### config.mk
export PLATFORM = sky130hd
export DESIGN_NAME = stego_decode_ctrl_flat
export DESIGN_NICKNAME = d
export VERILOG_FILES = /design/src/rtl/stego_decode_ctrl_if.sv /design/src/rtl/stego_decode_ctrl.sv /design/src/flat_wrapper.sv
export SDC_FILE = /design/constraint.sdc
export NUM_CORES = 1
export LEC_CHECK = 0
export ABC_AREA = 1
export CORE_ASPECT_RATIO = 1.25
export CORE_MARGIN = 3
export CORE_UTILIZATION = 40
export CTS_CLUSTER_DIAMETER = 200
export DETAILED_ROUTE_END_ITERATION = 6
export HOLD_SLACK_MARGIN = 0.1
export PLACE_DENSITY = 0.67
export REMOVE_ABC_BUFFERS = 1
export SYNTH_ARGS = -nofsm -noshare
export SYNTH_HDL_FRONTEND = slang
export SYNTH_SLANG_ARGS = --single-unit
### constraint.sdc
create_clock -name clk -period 5.25 [get_ports clk]
set_clock_uncertainty 0.1 [all_clocks]
set_input_delay 0.7875 -clock clk [delete_from_list [all_inputs] [get_ports clk]]
set_output_delay 0.7875 -clock clk [all_outputs]
set_load 0.005 [all_outputs]
### src/rtl/stego_decode_ctrl_if.sv
// stego_decode_ctrl_if: command, pixel-memory, decoder and message-sink signals of the stego decode sequencer
interface stego_decode_ctrl_if #(parameter int ADDR_W = 17, parameter int LEN_W = 16);
  logic start;
  logic [5:0] mode_sw;
  logic [LEN_W-1:0] msg_len;
  logic pix_rd;
  logic [ADDR_W-1:0] pix_addr;
  logic pix_valid;
  logic [23:0] pix_data;
  logic dec_rst;
  logic dec_en;
  logic [23:0] dec_pix;
  logic [5:0] dec_mode;
  logic [23:0] dec_msg;
  logic [23:0] word_out;
  logic word_valid;
  logic word_ready;
  logic busy;
  logic done;
  logic err_mode;
  logic err_ovr;
  modport master (
    input start, mode_sw, msg_len, pix_valid, pix_data, dec_msg, word_ready,
    output pix_rd, pix_addr, dec_rst, dec_en, dec_pix, dec_mode, word_out, word_valid,
    busy, done, err_mode, err_ovr
  );
  modport slave (
    output start, mode_sw, msg_len, pix_valid, pix_data, dec_msg, word_ready,
    input pix_rd, pix_addr, dec_rst, dec_en, dec_pix, dec_mode, word_out, word_valid,
    busy, done, err_mode, err_ovr
  );
endinterface

### src/rtl/stego_decode_ctrl.sv
// stego_decode_ctrl: fetches stego pixels, feeds the LSB decoder one pixel per enable and
// forwards each completed 24-bit message word downstream over valid/ready.
module stego_decode_ctrl #(
  parameter int ADDR_W = 17,
  parameter int NUM_PIXELS = 76800,
  parameter int LEN_W = 16
) (
  input logic clk,
  input logic rst,
  stego_decode_ctrl_if.master bus
);
  typedef enum logic [2:0] {IDLE, CLR, RD, WAIT, FEED, CAPT, OUT, DONE} state_t;
  state_t state, nxt;
  logic [5:0] mode;
  logic [LEN_W-1:0] len, words_fed, words_out;
  logic [ADDR_W-1:0] addr;
  logic [4:0] pix_cnt, ppw;
  logic [23:0] pix, word;
  logic flush, ovr, err_mode, bad, go, pub, last, end_img;
  assign ppw = mode[0] ? 5'd4 : mode[1] ? 5'd8 : mode[2] ? 5'd24 :
               mode[3] ? 5'd6 : mode[4] ? 5'd12 : 5'd5;
  assign bad = bus.start && !$onehot(bus.mode_sw);
  assign go = bus.start && !bad && bus.msg_len != '0;
  // decoder publishes word N when the first pixel of word N+1 is fed
  assign pub = pix_cnt == 5'd0 && words_fed != '0;
  // last real pixel of the final word: follow with a zero flush pixel
  assign last = !flush && pix_cnt == ppw - 5'd1 && words_fed == len - LEN_W'(1);
  assign end_img = addr == ADDR_W'(NUM_PIXELS);
  always_ff @(posedge clk or posedge rst)
    if (rst) state <= IDLE;
    else state <= nxt;
  always_comb begin
    nxt = state;
    case (state)
      IDLE: nxt = go ? CLR : (bus.start && !bad) ? DONE : IDLE;
      CLR: nxt = RD;
      RD: nxt = end_img ? DONE : WAIT;
      WAIT: nxt = bus.pix_valid ? FEED : WAIT;
      FEED: nxt = pub ? CAPT : last ? FEED : RD;
      CAPT: nxt = OUT;
      OUT: nxt = !bus.word_ready ? OUT : (words_out + LEN_W'(1) == len) ? DONE : RD;
      default: nxt = IDLE;
    endcase
  end
  always_comb begin
    bus.pix_rd = state == RD && !end_img;
    bus.dec_rst = state == CLR;
    bus.dec_en = state == FEED;
    bus.word_valid = state == OUT;
    bus.busy = state inside {CLR, RD, WAIT, FEED, CAPT, OUT};
    bus.done = state == DONE;
    bus.err_ovr = state == DONE && ovr;
    bus.err_mode = err_mode;
    bus.pix_addr = addr;
    bus.dec_pix = pix;
    bus.dec_mode = mode;
    bus.word_out = word;
  end
  always_ff @(posedge clk or posedge rst)
    if (rst) begin
      mode <= '0;
      len <= '0;
      words_fed <= '0;
      words_out <= '0;
      addr <= '0;
      pix_cnt <= '0;
      pix <= '0;
      word <= '0;
      flush <= 1'b0;
      ovr <= 1'b0;
      err_mode <= 1'b0;
    end else begin
      err_mode <= state == IDLE && bad;
      if (state == IDLE) ovr <= 1'b0;
      if (state == IDLE && go) begin
        mode <= bus.mode_sw;
        len <= bus.msg_len;
      end
      if (state == CLR) begin
        addr <= '0;
        pix_cnt <= '0;
        words_fed <= '0;
        words_out <= '0;
        flush <= 1'b0;
      end
      if (state == RD && end_img) ovr <= 1'b1;
      if (state == WAIT && bus.pix_valid) pix <= bus.pix_data;
      if (state == FEED) begin
        addr <= flush ? addr : addr + ADDR_W'(1);
        pix_cnt <= pix_cnt == ppw - 5'd1 ? 5'd0 : pix_cnt + 5'd1;
        words_fed <= pix_cnt == ppw - 5'd1 ? words_fed + LEN_W'(1) : words_fed;
        flush <= last;
        if (last) pix <= '0;
      end
      if (state == CAPT) word <= bus.dec_msg;
      if (state == OUT && bus.word_ready) words_out <= words_out + LEN_W'(1);
    end
endmodule

### src/flat_wrapper.sv
// flat-port wrapper written by rule: the top's interface ports become plain ports
module stego_decode_ctrl_flat 
#(
  parameter int ADDR_W = 17,
  parameter int NUM_PIXELS = 76800,
  parameter int LEN_W = 16
)
  (clk, rst, bus_start, bus_mode_sw, bus_msg_len, bus_pix_valid, bus_pix_data, bus_dec_msg, bus_word_ready, bus_pix_rd, bus_pix_addr, bus_dec_rst, bus_dec_en, bus_dec_pix, bus_dec_mode, bus_word_out, bus_word_valid, bus_busy, bus_done, bus_err_mode, bus_err_ovr);
  stego_decode_ctrl_if #(.ADDR_W(ADDR_W), .LEN_W(LEN_W)) bus_i ();
  input logic clk;
  input logic rst;
  input wire logic [$bits(bus_i.start)-1:0] bus_start;
  input wire logic [$bits(bus_i.mode_sw)-1:0] bus_mode_sw;
  input wire logic [$bits(bus_i.msg_len)-1:0] bus_msg_len;
  input wire logic [$bits(bus_i.pix_valid)-1:0] bus_pix_valid;
  input wire logic [$bits(bus_i.pix_data)-1:0] bus_pix_data;
  input wire logic [$bits(bus_i.dec_msg)-1:0] bus_dec_msg;
  input wire logic [$bits(bus_i.word_ready)-1:0] bus_word_ready;
  output wire logic [$bits(bus_i.pix_rd)-1:0] bus_pix_rd;
  output wire logic [$bits(bus_i.pix_addr)-1:0] bus_pix_addr;
  output wire logic [$bits(bus_i.dec_rst)-1:0] bus_dec_rst;
  output wire logic [$bits(bus_i.dec_en)-1:0] bus_dec_en;
  output wire logic [$bits(bus_i.dec_pix)-1:0] bus_dec_pix;
  output wire logic [$bits(bus_i.dec_mode)-1:0] bus_dec_mode;
  output wire logic [$bits(bus_i.word_out)-1:0] bus_word_out;
  output wire logic [$bits(bus_i.word_valid)-1:0] bus_word_valid;
  output wire logic [$bits(bus_i.busy)-1:0] bus_busy;
  output wire logic [$bits(bus_i.done)-1:0] bus_done;
  output wire logic [$bits(bus_i.err_mode)-1:0] bus_err_mode;
  output wire logic [$bits(bus_i.err_ovr)-1:0] bus_err_ovr;
  assign bus_i.start = bus_start;
  assign bus_i.mode_sw = bus_mode_sw;
  assign bus_i.msg_len = bus_msg_len;
  assign bus_i.pix_valid = bus_pix_valid;
  assign bus_i.pix_data = bus_pix_data;
  assign bus_i.dec_msg = bus_dec_msg;
  assign bus_i.word_ready = bus_word_ready;
  assign bus_pix_rd = bus_i.pix_rd;
  assign bus_pix_addr = bus_i.pix_addr;
  assign bus_dec_rst = bus_i.dec_rst;
  assign bus_dec_en = bus_i.dec_en;
  assign bus_dec_pix = bus_i.dec_pix;
  assign bus_dec_mode = bus_i.dec_mode;
  assign bus_word_out = bus_i.word_out;
  assign bus_word_valid = bus_i.word_valid;
  assign bus_busy = bus_i.busy;
  assign bus_done = bus_i.done;
  assign bus_err_mode = bus_i.err_mode;
  assign bus_err_ovr = bus_i.err_ovr;
  stego_decode_ctrl #(.ADDR_W(ADDR_W), .NUM_PIXELS(NUM_PIXELS), .LEN_W(LEN_W)) u_core (.clk(clk), .rst(rst), .bus(bus_i));
endmodule
# Yosys cells after proc, flatten, opt, wreduce, memory -nomap -nowiden
# Index checks and enable logic that the tools add are counted.
[word_totals]
input_bits = 75
register_bits = 130
wordCells = 95
[classes]
mux = 31
reduce_logical = 27
n_addsub = 11
n_eq_ne = 14
[op_table]
columns = ["cell", "n"]
rows = [
  ["24-bit two-way mux", 3],
  ["16-bit two-way mux", 4],
  ["17-bit two-way mux", 3],
  ["5-bit two-way mux", 7],
  ["16-bit by 1-bit adder with 16-bit output (second input constant)", 2],
  ["16-bit == test", 2],
  ["16-bit nonzero test", 2],
  ["3-bit two-way mux", 8],
  ["3-bit one-hot mux with 7 select lines", 1],
  ["17-bit by 1-bit adder with 17-bit output (second input constant)", 1],
  ["17-bit == test (second input constant)", 1],
  ["16-bit by 1-bit subtractor with 16-bit output (second input constant)", 1],
  ["1-bit logical AND", 13],
  ["3-bit == test (second input constant)", 4],
  ["1-bit by 1-bit adder with 2-bit output", 3],
  ["3-bit adder", 2],
  ["3-bit by 1-bit == test with 1-bit output (second input constant)", 2],
  ["3-bit by 2-bit == test with 1-bit output (second input constant)", 2],
  ["2-bit nonzero test", 3],
  ["6-bit nonzero test", 1],
  ["5-bit by 1-bit adder with 5-bit output (second input constant)", 1],
  ["5-bit == test", 1],
  ["5-bit zero test", 1],
  ["5-bit by 1-bit subtractor with 5-bit output (second input constant)", 1],
  ["7 further kinds", 14],
]

# Longest topological paths before layout
# Gate-level depths: netlist of the first run.
[depth]
ltp_word = 12
ltp_mapped = 17

# Worst setup path after synthesis of the first run
# Ideal clock, no wire load.
[synth_path]
path_kind = "input port to flip-flop"
start = "input port bus_mode_sw[4]"
end = "register u_core.mode[1], in the netlist u_core.bus.dec_mode[1]"
setup_time_ns = 0.133
required_time_ns = 5.017
n_path_buf = 1
setup_slack_ns = 2.170
stages = 10
arrival_ns = 2.847
cell_sequence = "ha_1 inv_1 fa_1 inv_1 ha_1 nor4_1 nand4_1 clkbuf_1 nor2_1 a21oi_1"
[synth_via]
elab_chain_cells = 9
[synth_lines]
columns = ["element", "line_no", "source"]
rows = [
  ["start, declared", "flat_wrapper.sv:13", "input wire logic [$bits(bus_i.mode_sw)-1:0] bus_mode_sw;"],
  ["1-bit by 1-bit adder with 2-bit output (not written as such)", "stego_decode_ctrl.sv:22", "assign bad = bus.start && !$onehot(bus.mode_sw);"],
  ["3-bit adder (not written as such)", "stego_decode_ctrl.sv:22", ""],
  ["3-bit by 1-bit == test with 1-bit output", "stego_decode_ctrl.sv:22", ""],
  ["1-bit zero test", "stego_decode_ctrl.sv:22", ""],
  ["1-bit logical AND", "stego_decode_ctrl.sv:22", ""],
  ["1-bit zero test", "stego_decode_ctrl.sv:23", "assign go = bus.start && !bad && bus.msg_len != '0;"],
  ["1-bit logical AND (2 in a row)", "stego_decode_ctrl.sv:23", ""],
  ["1-bit logical AND", "stego_decode_ctrl.sv:75", "if (state == IDLE && go) begin"],
  ["end signal, assigned", "stego_decode_ctrl.sv:76", "mode <= bus.mode_sw;"],
  ["end, declared", "stego_decode_ctrl.sv:14", "logic [5:0] mode;"],
]
# Every way passes these cells.
# A chain may end at the register's enable or synchronous reset.

# Worst setup path in the final report of the first run
[layout_path]
start = "input port bus_mode_sw[4]"
end = "register u_core.len[8]"
[layout_via]
elab_chain_cells = 9
[layout_lines]
columns = ["element", "line_no", "source"]
rows = [
  ["1-bit by 1-bit adder with 2-bit output (not written as such)", "stego_decode_ctrl.sv:22", ""],
  ["3-bit adder (not written as such)", "stego_decode_ctrl.sv:22", ""],
  ["3-bit by 1-bit == test with 1-bit output", "stego_decode_ctrl.sv:22", ""],
  ["1-bit zero test", "stego_decode_ctrl.sv:22", ""],
  ["1-bit logical AND", "stego_decode_ctrl.sv:22", ""],
  ["1-bit zero test", "stego_decode_ctrl.sv:23", ""],
  ["1-bit logical AND (2 in a row)", "stego_decode_ctrl.sv:23", ""],
  ["1-bit logical AND", "stego_decode_ctrl.sv:75", ""],
  ["end signal, assigned", "stego_decode_ctrl.sv:77", "len <= bus.msg_len;"],
  ["end, declared", "stego_decode_ctrl.sv:15", "logic [LEN_W-1:0] len, words_fed, words_out;"],
]
# Every way passes these cells.

==> reports/results.ini, run 1 <==
[worst_setup_path]
cp.arrival_ps=3630
worstSetupStartpoint=bus_mode_sw[4]
worst-r2r-setup-slack_ps=2130
cp-start-kind=input port
path_class=in2reg
r2r_start=u_core.bus.dec_mode[2]
crit_required_ps=5440
cp-end-kind=register
crit_path_max_fanout=44

[outcome]
status=finished, final reports clean

[route]
drc=0
routed_wl_mm=21.0
dr.pass1.iters=5
vias=7084
via_per_inst=5.12
final_antenna_net_count=0
wl_per_cell_um=15.2
drt-initial-drc-count=464

[die]
ios=154
core_um2=18800
dieWidth_um=130
std_cell_rows=56
dieArea_um2=21000
initial_core_util_pct=40.9
die_h_um=161

[layout]
nets=1229
ff_latch_area_um2=3250
antenna_cells=0
fin_util_pct=53.2
areaGrowthSynthToFinish_pct=30.0
nFillCells=1749
multi_input_area_um2=3820
layout-drive-gt1-share_pct=9.90
final_cell_area_um2=10000

[synthesis]
ys_warn_count=0
ys_seq_area_share_pct=42.2
syn_inst=987
ys_types=47
ys_ff_latch=130
netlist_top_cells_area=dfrtp_1, nand2_1, mux2_2, inv_1, nor2_1
synthArstFlopShare_pct=100
yosysTopAreaCell=dfrtp_1
synth_top_area_share_pct=42.2
ys_top_cells_by_count=nand2_1, inv_1, dfrtp_1, nor2_1, nand3_1
synth-edff-count=0
ys.flop_type=dfrtp_1
netlist_area_um2=7710
synth_most_common_cell=nand2_1
avgSynthCellArea_um2=7.81

[worst_hold_path]
hp-start=u_core.bus.dec_mode[5]
hold_class=reg2reg

[global_routing]
overflow=0
antenna_found_initial=0
grt_usage_pct=20.9
grt_pass1_vias=7139
grt_pass1_wl_mm=35.1
grt_max_degree=73

[timing]
finalSetupTns_ps=0
slew-limit-headroom_pct=30.1
fin_hold_ws_ps=398
hold_viol=0
period_minus_slack_ps=3440
fmax_mhz=291
finalMaxSlewViolations=0
period_share_pct=65.5
rsz0062_at_grt=false
worst_pin_slew_ps=1050
setup_viol_count_final=0

[clock_tree]
cts_tree=yes
clockBufferDepth=2
hold_buffers=0
htreeDepth=4
path_clk_slew_ps=60
clk_latency_ps=430
cts_root_buf=clkbuf_16
cts_resized=0
cts_buffers=17
cts_num_sinks=130
postCtsSetupBuffers=0

[run]
maxCapViolations=0

[place]
place.gp.congestion=0.893
io_buffers=153
post_dp_cell_area_um2=9450
hpwlAfterDp_mm=15.8

[power]
power_density_nw_per_um2=455
vdd_drop_max_mv=0.276
leakage_nw=4.65
p_total_mw=4.56

==> placed cells by master (no fill, tap or decap), types with 7 or more instances in the layout <==
master             n
nor2_1           118
nor4_1             9
nand2_1          230
clkbuf_16         17
xor2_1            23
clkdlybuf4s50_1  153
inv_1            131
o21ai_0           38
nor3_1            15
ha_1              13
o22ai_1           12
a21oi_1           32
nand3_1           81
nand4_1           18
dfrtp_1          130
mux2_2            48
xnor2_1            7
==> worst max-delay path, cell delays in order <==
cell and delay [ps]:
clkdlybuf4s50_1 490, ha_1 150, inv_1 60, fa_1 530, inv_1 40, ha_1 280, nor4_1 610, nand4_1 160
buf_4 300, nor2_1 160, a21oi_1 50
==> power breakdown <==
part / leakage (nW) / switching, mW / total [mW] / internal, mW
clock: 0.268 / 0.497 / 1.16 / 0.666
sequential: 1.65 / 0.283 / 1.59 / 1.30
combinational: 2.74 / 0.873 / 1.81 / 0.937
==> worst paths after layout <==
kind                                           to  depth (start not counted)
max                                 u_core.len[8]                         11
min                        u_core.bus.dec_mode[5]                          2
max reg2reg                   u_core.words_fed[4]                         12
min reg2reg                u_core.bus.dec_mode[5]                          2
max in group asynchronous       u_core.pix_cnt[4]                          3
min in group asynchronous  u_core.bus.word_out[5]                          2
==> stage by stage <==
| step | instances | setup slack, ps |
|---|---|---|
| 6_report | 1384 | 1810 |
| 2_1_floorplan | 965 | 893 |
| 5_1_grt | 1384 | 1620 |
| 3_3_place_gp | 1352 | 1410 |
| 3_5_place_dp | 1352 | 1330 |
| 4_1_cts | 1384 | 1790 |
==> layer usage <==
layer  track usage (%)  wire [um]
met1              24.9       8730
met2              35.1      10200
met3              8.04       1740
met4              5.67        323
met5                 0          0
==> area by class of cell <==
class,count,area share [%]
multi-input cells,696,38.1
clock inverters,14,1.44
inverters,139,5.23
well taps,232,2.90
flip-flops and latches,130,32.5
repair buffers,155,15.6
clock buffers,18,4.28
==> cell families (layout without fill, tap and decap cells) <==
| family | Yosys count | after routing | synth area share, % |
|---|---|---|---|
| AND/OR/NAND/NOR | 508 | 508 | 29.3 |
| buffers and inverters | 161 | 326 | 8.22 |
| flip-flops | 130 | 130 | 42.2 |
| AO/OA/AOI/OAI | 93 | 93 | 6.64 |
| multiplexers | 48 | 48 | 7.01 |
| XOR/XNOR | 32 | 32 | 4.01 |
| adder cells (fa/ha/maj) | 15 | 15 | 2.63 |
==> registers in the layout (all words and copies together), names as in the netlist <==
name and flops:
u_core.ovr 1, u_core.words_fed 16, u_core.bus.dec_pix 24, u_core.state 3, u_core.len 16, u_core.bus.pix_addr 17
u_core.bus.err_mode 1, u_core.pix_cnt 5, u_core.words_out 16, u_core.bus.word_out 24, u_core.flush 1, u_core.bus.dec_mode 6
No activity file was read; power rests on OpenSTA's default activity.
==> inputs of run 2 (changes only) <==
==> constraint.sdc (replaced) <==
create_clock -name clk -period 3.2 [get_ports clk]
set_clock_uncertainty 0.1 [all_clocks]
set_input_delay 0.48 -clock clk [delete_from_list [all_inputs] [get_ports clk]]
set_output_delay 0.48 -clock clk [all_outputs]
set_load 0.005 [all_outputs]
==> reports/results.ini, run 2 (synthesis gave the netlist of run 1 again) <==
[worst_setup_path]
path_class=reg2reg
r2r_start=u_core.bus.dec_mode[1]
reg2reg_to=u_core.words_fed[4]
cp.arrival_ps=3050
crit_required_ps=3400
cp-start-kind=register
cp-end-kind=register
worst-r2r-setup-slack_ps=350
ff2ff_path_depth=12
crit_path_max_fanout=14

[clock_tree]
cts_resized=0
cts_num_sinks=130
hold_buffers=0
cts_root_buf=clkbuf_16
clk_latency_ps=420
htreeDepth=4
cts_buffers=17
path_clk_slew_ps=60
cts_tree=yes
postCtsSetupBuffers=0
clockBufferDepth=2

[die]
dieArea_um2=21000
initial_core_util_pct=40.9
core_um2=18800
std_cell_rows=56
die_h_um=161
ios=154
dieWidth_um=130

[timing]
setup_viol_count_final=0
worst_pin_slew_ps=501
rsz0062_at_grt=false
finalMaxSlewViolations=0
period_minus_slack_ps=2850
period_share_pct=89.1
hold_viol=0
fmax_mhz=351
finalSetupTns_ps=0
slew-limit-headroom_pct=66.3
setup_slack_ps=347

[power]
leakage_nw=4.75
vdd_drop_max_mv=0.426
power_density_nw_per_um2=758
p_total_mw=7.71

[place]
hpwlAfterDp_mm=16.0
post_dp_cell_area_um2=9560
io_buffers=153
dp.cells=1365
place.gp.congestion=0.885
dp_slack_ps=-82.3

[global_routing]
grt_usage_pct=21.0
overflow=0
antenna_found_initial=0
grt_pass1_vias=7207
grt_pass1_wl_mm=35.1
grt_max_degree=53

[layout]
nFillCells=1776
layout_common_cells=nand2_1, clkdlybuf4s50_1, inv_1
antenna_cells=0
nets=1242
final_cell_area_um2=10200
areaGrowthSynthToFinish_pct=32.1
final_common_cell=nand2_1
layout-drive-gt1-share_pct=10.9
finalNonFillerCells=1397

[outcome]
status=finished, final reports clean

[route]
vias=7033
routed_wl_mm=21.2
wl_per_cell_um=15.1
dr.pass1.iters=4
via_per_inst=5.03
drc=0
final_antenna_net_count=0
drt-initial-drc-count=421

[run]
maxCapViolations=0

[worst_hold_path]
hold_class=in2async

-- run 2: cell count changes in the layout (fill, tap and decap cells not counted), sizes merged --
cell | previous run | this run
buf | 2 | 15
inv | 145 | 146
bufinv | 1 | 3
clkinvlp | 4 | 1
-- run 2: final cells by class --
type                       instances  area, um^2  share of cell area (%)
clock inverter                    14         193                    1.89
sequential                       130        3250                    32.0
inverter                         139         524                    5.15
tap                              232         290                    2.85
multi-input combinational        696        3820                    37.5
clock buffer                      18         429                    4.22
timing repair buffer             168        1670                    16.4
-- run 2: per-layer routing --
layer	vias up	part of all wire, %	global-route usage [%]
met5	-	0	0
met4	0	1.4	4.96
met3	25	7.7	7.97
met2	191	49	34.8
met1	3302	42	25.8
li1	3515	-	-
-- run 2: critical path, stage by stage, from the launching register on --
cell	delay (ps)
dfrtp_1	440
nor3_4	290
nand2_2	80
ha_1	310
xnor2_1	130
a21oi_1	150
nand3_2	100
nor2_4	210
nand2_1	100
nand2_1	360
nand3_1	190
o21ai_0	190
nor2_1	60
-- run 2: report_power, final --
| group | leakage [nW] | total (mW) | switching, mW | internal, mW |
|---|---|---|---|---|
| Clock | 0.302 | 2.08 | 0.824 | 1.26 |
| Sequential | 1.65 | 2.61 | 0.470 | 2.14 |
| Combinational | 2.80 | 3.02 | 1.44 | 1.58 |
| Total | 4.75 | 7.71 | 2.74 | 4.97 |
-- run 2: through the flow --
| step | utilization [%] | hold WS, ps |
|---|---|---|
| floorplan | - | 376 |
| global placement | 50.7 | 386 |
| detailed placement | 50.7 | 393 |
| CTS | 54.0 | 355 |
| global route | 54.0 | 366 |
| finish | 54.0 | 338 |
-- run 2: worst max-delay path by stage --
stage	to	slack [ps]	start
4_1_cts	bus_pix_rd	310	u_core.bus.pix_addr[0]
5_1_grt	u_core.words_fed[4]	0.8	u_core.bus.dec_mode[2]
3_5_place_dp	u_core.bus.dec_mode[0]	-80	bus_mode_sw[4]
6_report	u_core.words_fed[4]	350	u_core.bus.dec_mode[1]
3_3_place_gp	u_core.state[2]	-30	bus_mode_sw[4]
2_1_floorplan	u_core.bus.dec_mode[0]	-850	rst
